`src/rtl/uart_rx.sv`:
```
// UART receiver: 2-FF synchronised line, mid-bit sampling with a reloading down-counter,
// delivers each character as a 1-cycle strobe with a parity status flag.
module uart_rx #(
    parameter int CLK_FREQ  = 100_000_000,
    parameter int BAUD_RATE = 115_200,
    parameter int NR_BITS   = 8,
    parameter int PARITY    = 0
) (
    input  logic               clk,
    input  logic               rst,
    input  logic               rx,
    output logic [NR_BITS-1:0] uart_rx_d,
    output logic               uart_rx_dv,
    output logic               parity_ok,
    output logic               frame_error,
    output logic               rx_busy
);

    localparam int BIT_CYCLES = CLK_FREQ / BAUD_RATE;
    localparam int CNT_W      = (BIT_CYCLES > 1) ? $clog2(BIT_CYCLES) : 1;
    localparam int IDX_W      = (NR_BITS > 1) ? $clog2(NR_BITS) : 1;

    localparam logic [CNT_W-1:0] FULL_RELOAD = CNT_W'(BIT_CYCLES - 1);
    localparam logic [CNT_W-1:0] HALF_RELOAD = CNT_W'(BIT_CYCLES / 2 - 1);
    localparam logic [IDX_W-1:0] LAST_IDX    = IDX_W'(NR_BITS - 1);

    generate
        if (BIT_CYCLES < 4 || NR_BITS < 5 || NR_BITS > 8 || PARITY < 0 || PARITY > 2) begin : g_bad_params
            $fatal(1, "uart_rx: illegal parameter combination");
        end
    endgenerate

    typedef enum logic [2:0] {
        S_IDLE,
        S_START,
        S_DATA,
        S_PARITY,
        S_STOP,
        S_BREAK
    } state_t;

    logic [1:0]         sync_q;
    logic               rx_s;
    state_t             state_q, state_d;
    logic [CNT_W-1:0]   cnt_q, cnt_d;
    logic [IDX_W-1:0]   idx_q, idx_d;
    logic [NR_BITS-1:0] shift_q, shift_d;
    logic               par_ok_q, par_ok_d;
    logic [NR_BITS-1:0] data_q, data_d;
    logic               dv_q, dv_d;
    logic               pok_q, pok_d;
    logic               ferr_q, ferr_d;
    logic               tick;

    assign rx_s = sync_q[1];
    assign tick = (cnt_q == '0);

    always_ff @(posedge clk) begin
        if (rst) begin
            sync_q <= 2'b11;
        end else begin
            sync_q <= {sync_q[0], rx};
        end
    end

    always_ff @(posedge clk) begin
        if (rst) begin
            state_q  <= S_IDLE;
            cnt_q    <= '0;
            idx_q    <= '0;
            shift_q  <= '0;
            par_ok_q <= 1'b0;
            data_q   <= '0;
            dv_q     <= 1'b0;
            pok_q    <= 1'b0;
            ferr_q   <= 1'b0;
        end else begin
            state_q  <= state_d;
            cnt_q    <= cnt_d;
            idx_q    <= idx_d;
            shift_q  <= shift_d;
            par_ok_q <= par_ok_d;
            data_q   <= data_d;
            dv_q     <= dv_d;
            pok_q    <= pok_d;
            ferr_q   <= ferr_d;
        end
    end

    always_comb begin
        state_d  = state_q;
        cnt_d    = tick ? FULL_RELOAD : (cnt_q - CNT_W'(1));
        idx_d    = idx_q;
        shift_d  = shift_q;
        par_ok_d = par_ok_q;
        data_d   = data_q;
        dv_d     = 1'b0;
        pok_d    = pok_q;
        ferr_d   = 1'b0;

        unique case (state_q)
            S_IDLE: begin
                cnt_d = '0;
                if (!rx_s) begin
                    cnt_d   = HALF_RELOAD;
                    state_d = S_START;
                end
            end
            S_START: begin
                if (tick) begin
                    if (!rx_s) begin
                        idx_d   = '0;
                        state_d = S_DATA;
                    end else begin
                        cnt_d   = '0;
                        state_d = S_IDLE;
                    end
                end
            end
            S_DATA: begin
                if (tick) begin
                    shift_d = {rx_s, shift_q[NR_BITS-1:1]};
                    if (idx_q == LAST_IDX) begin
                        state_d = (PARITY != 0) ? S_PARITY : S_STOP;
                    end else begin
                        idx_d = idx_q + IDX_W'(1);
                    end
                end
            end
            S_PARITY: begin
                if (tick) begin
                    par_ok_d = (PARITY == 1) ? (^{shift_q, rx_s}) : ~(^{shift_q, rx_s});
                    state_d  = S_STOP;
                end
            end
            S_STOP: begin
                if (tick) begin
                    // Leave at mid-stop so a back-to-back start edge is not missed.
                    if (rx_s) begin
                        dv_d    = 1'b1;
                        data_d  = shift_q;
                        pok_d   = (PARITY == 0) ? 1'b1 : par_ok_q;
                        cnt_d   = '0;
                        state_d = S_IDLE;
                    end else begin
                        ferr_d  = 1'b1;
                        state_d = S_BREAK;
                    end
                end
            end
            S_BREAK: begin
                cnt_d = '0;
                if (rx_s) begin
                    state_d = S_IDLE;
                end
            end
            default: begin
                cnt_d   = '0;
                state_d = S_IDLE;
            end
        endcase
    end

    assign uart_rx_d   = data_q;
    assign uart_rx_dv  = dv_q;
    assign parity_ok   = pok_q;
    assign frame_error = ferr_q;
    assign rx_busy     = (state_q != S_IDLE);

endmodule

```
`config.mk`:
```
export PLATFORM = sky130hd
export DESIGN_NAME = uart_rx
export DESIGN_NICKNAME = d
export VERILOG_FILES = /design/src/rtl/uart_rx.sv
export SDC_FILE = /design/constraint.sdc
export NUM_CORES = 1
export LEC_CHECK = 0
export ABC_AREA = 0
export CAP_MARGIN = 20
export CORE_UTILIZATION = 59
export DETAILED_ROUTE_END_ITERATION = 12
export GPL_TIMING_DRIVEN = 0
export PLACE_DENSITY = 0.82
export SETUP_SLACK_MARGIN = 0.2
export SKIP_LAST_GASP = 1
export SYNTH_ARGS = -nofsm -noshare
export SYNTH_HDL_FRONTEND = slang
export SYNTH_SLANG_ARGS = --single-unit
```
`constraint.sdc`:
```
create_clock -name clk -period 6.4 [get_ports clk]
set_input_delay 1.28 -clock clk [delete_from_list [all_inputs] [get_ports clk]]
set_output_delay 1.28 -clock clk [all_outputs]
set_load 0.03 [all_outputs]
```
==> insert_results.sql <==
INSERT INTO impl_metrics (metric_group, metric, value, unit) VALUES
('cells_and_area', 'layout_common_cells', 'dfxtp_1 (37), nor2_1 (26), mux2i_1 (19)', ''),
('worst_setup_path', 'cp-start-kind', 'flip-flop', ''),
('routing', 'drt-initial-drc-count', '18', ''),
('grt', 'grt_start_max_net_pins', '13', ''),
('routing', 'antenna_violating_nets_post_route', '0', ''),
('cells_and_area', 'final_layout_size_suffix_gt1_share', '11.11', '%'),
('worst_setup_path', 'timing.critical_path.to_type', 'output pin', ''),
('yosys', 'synth_top_flop_cell', 'dfxtp_1', ''),
('worst_setup_path', 'timing.critical_path.required', '5.12', 'ns'),
('timing', 'fin_skew', '0.006156', 'ns'),
('cells_and_area', 'layout.cells.most_common', 'dfxtp_1', ''),
('cells_and_area', 'layout.cell_area.non_filler', '0.001831', 'mm²'),
('timing', 'fmax', '312.8', 'MHz'),
('yosys', 'synth.ff_latch_count', '37', ''),
('cells_and_area', 'post-route-util', '72.57', '%'),
('routing', 'firstDrtPassIters', '5', ''),
('timing', 'count_of_final_setup_violators', '0', ''),
('timing', 'rsz0062_at_grt', 'false', ''),
('grt', 'grt_pass1_wl', '4712', 'µm'),
('timing', 'hold_ws', '0.4312', 'ns'),
('clock_tree', 'cts.repair.resized', '0', ''),
('placement', 'portBuffers', '14', ''),
('cells_and_area', 'insertedDiodeCount', '0', ''),
('clock_tree', 'worstSkewPairLatency', '0.35', 'ns'),
('clock_tree', 'clock_tree_buf_depth', '2', ''),
('timing', 'worst_pin_slew', '0.7768', 'ns'),
('power', 'vdd.ir_drop.worst', '0.2078', 'mV'),
('worst_setup_path', 'timing.critical_path.fanout_max', '10', ''),
('clock_tree', 'clk_pin_slew_worst_paths', '0.11', 'ns'),
('floorplan', 'dieArea', '0.002920', 'mm²'),
('timing', 'fin_ws', '3.203', 'ns'),
('clock_tree', 'setup_repair_bufs_after_cts', '0', ''),
('timing', 'min_period_over_period', '49.95', '%'),
('timing', 'relSlewSlack', '47.82', '%'),
('yosys', 'synth_edf_count', '0', ''),
('yosys', 'synthesis.yosys.warnings', '0', ''),
('clock_tree', 'numCtsBuffers', '5', ''),
('placement', 'dp_slack', '3.578', 'ns'),
('placement', 'numPlacedInstances', '211', ''),
('placement', 'dpl-instance-area', '0.001775', 'mm²'),
('clock_tree', 'hold_buffers', '0', ''),
('flow_run', 'max_cap_violations', '0', ''),
('yosys', 'syn_inst', '167', ''),
('yosys', 'synthDistinctLibCells', '33', ''),
('grt', 'grt_antenna_before_repair', '0', ''),
('timing', 'final-max-slew-violation-count', '0', ''),
('power', 'power-per-cell-area', '227.8', 'mW/mm²'),
('floorplan', 'rows', '18', ''),
('worst_setup_path', 'cp.arrival', '1.92', 'ns'),
('outcome', 'status', 'completed', ''),
('clock_tree', 'htree_num_levels', '2', ''),
('yosys', 'synthesis.nets', '173', ''),
('min_path', 'min-delay-path-class', 'reg2reg', ''),
('grt', 'globalRouteTotalUtil', '23.35', '%'),
('grt', 'grt_pass1_vias', '1071', ''),
('floorplan', 'chipWidth', '54.04', 'µm'),
('cells_and_area', 'finish.net_count', '194', ''),
('timing', 'finalSetupTns', '0', 'ns'),
('timing', 'minimum_clock_period_after_layout', '3.197', 'ns'),
('yosys', 'syn-cell-area', '0.001598', 'mm²'),
('yosys', 'syn-mean-instance-area', '9.568', 'µm²'),
('floorplan', 'fp.dieH', '54.04', 'µm'),
('routing', 'drt_wl_cell', '13.18', 'µm'),
('floorplan', 'num_io_pins', '15', ''),
('yosys', 'share_of_async_settable_or_async_resettable_flops_after_synthesis', '0', '%'),
('power', 'power.leakage', '0.6860', 'nW'),
('clock_tree', 'sink_count_of_the_clock_tree', '37', ''),
('yosys', 'ys_seq_area_share', '46.36', '%'),
('clock_tree', 'tritoncts', 'built', ''),
('cells_and_area', 'stdcell_count', '219', ''),
('floorplan', 'initial_util', '63.34', '%'),
('timing', 'final-hold-violation-count', '0', ''),
('routing', 'drc_errors', '0', ''),
('grt', 'gr-total-overflow', '0', ''),
('power', 'totalPowerFinal', '0.4169', 'mW'),
('routing', 'routed-via-count', '1215', ''),
('cells_and_area', 'area_growth', '14.57', '%'),
('placement', 'place_congestion', '0.7697', ''),
('floorplan', 'core_area', '0.002522', 'mm²'),
('worst_setup_path', 'worst-setup-path-type', 'reg2out', ''),
('placement', 'hpwlAfterDp', '2042', 'µm'),
('routing', 'ratio_of_routed_vias_to_standard_cells', '5.548', ''),
('clock_tree', 'cts_root_buf', 'clkbuf_4', ''),
('routing', 'finalWirelength', '2887', 'µm');
==> critical path, cell delays in order (launching register included) <==
cell	delay [ns]
dfxtp_1	0.32
clkbuf_1	0.22
or3_1	0.43
clkdlybuf4s50_1	0.60
==> per-layer routing <==
metal  wire length, µm  track usage, %
met4                42           9.829
met2              1338           36.21
met1              1389           27.85
met5                 0               0
met3               115           10.45
==> cell families after synthesis <==
kind of cell / Yosys count / synth area share (%)
buffers and inverters: 15 / 4.150
DFF: 37 / 46.36
and+or+nand+nor: 68 / 23.10
adders and majority gates: 3 / 2.350
muxes: 19 / 11.90
xor gates and xnor gates: 5 / 2.741
AOI/OAI and AO/OA: 20 / 9.398
==> synth_stat cells, drive strengths merged (2+ instances only) <==
library cell  count  area share (%)
nor3              8             2.5
inv               3            0.70
dfxtp            37              46
o21ai             7             2.4
mux2i            19              12
a2111oi           3             2.8
ha                3             2.3
or3               3             1.2
clkbuf            9             2.1
xnor2             4             2.2
or2               3             1.2
nand2b            6             2.3
nor2             26             6.1
or3b              4             2.2
a21oi             5             1.6
nor4              6             3.3
or4               2            0.94
buf               3             1.3
nand2             5             1.2
nand3             2            0.63
==> area by class of cell <==
| class | count | area, µm² |
|---|---|---|
| repair buffers | 14 | 140.1 |
| clock inverters | 3 | 17.52 |
| well taps | 30 | 37.54 |
| plain buffers | 12 | 55.05 |
| multi-input cells | 115 | 790.8 |
| flip-flops and latches | 37 | 740.7 |
| inverters | 3 | 11.26 |
| fillers | 201 | 691.9 |
| clock buffers | 5 | 37.54 |
==> sequential cells by signal, summed over array words and instances (netlist names) <==
name and flops:
shift_q 8, cnt_q 10, sync_q 2, frame_error 1, state_q 3, parity_ok 1
idx_q 3, uart_rx_dv 1, uart_rx_d 8
==> report_power, final <==
group	total [mW]	internal, mW	switching [mW]
clock network	0.121	0.0414	0.0791
registers	0.238	0.234	0.00350
logic	0.0587	0.0244	0.0342
==> worst paths after layout <==
path / startpoint / end / slack [ns] / cells after the start
max: state_q[2] / rx_busy / 3.20 / 3
min: sync_q[0] / sync_q[1] / 0.43 / 1
max reg2reg: cnt_q[0] / idx_q[2] / 3.99 / 6
min reg2reg: sync_q[0] / sync_q[1] / 0.43 / 1
Note: power is estimated with default switching activity, not from simulation.
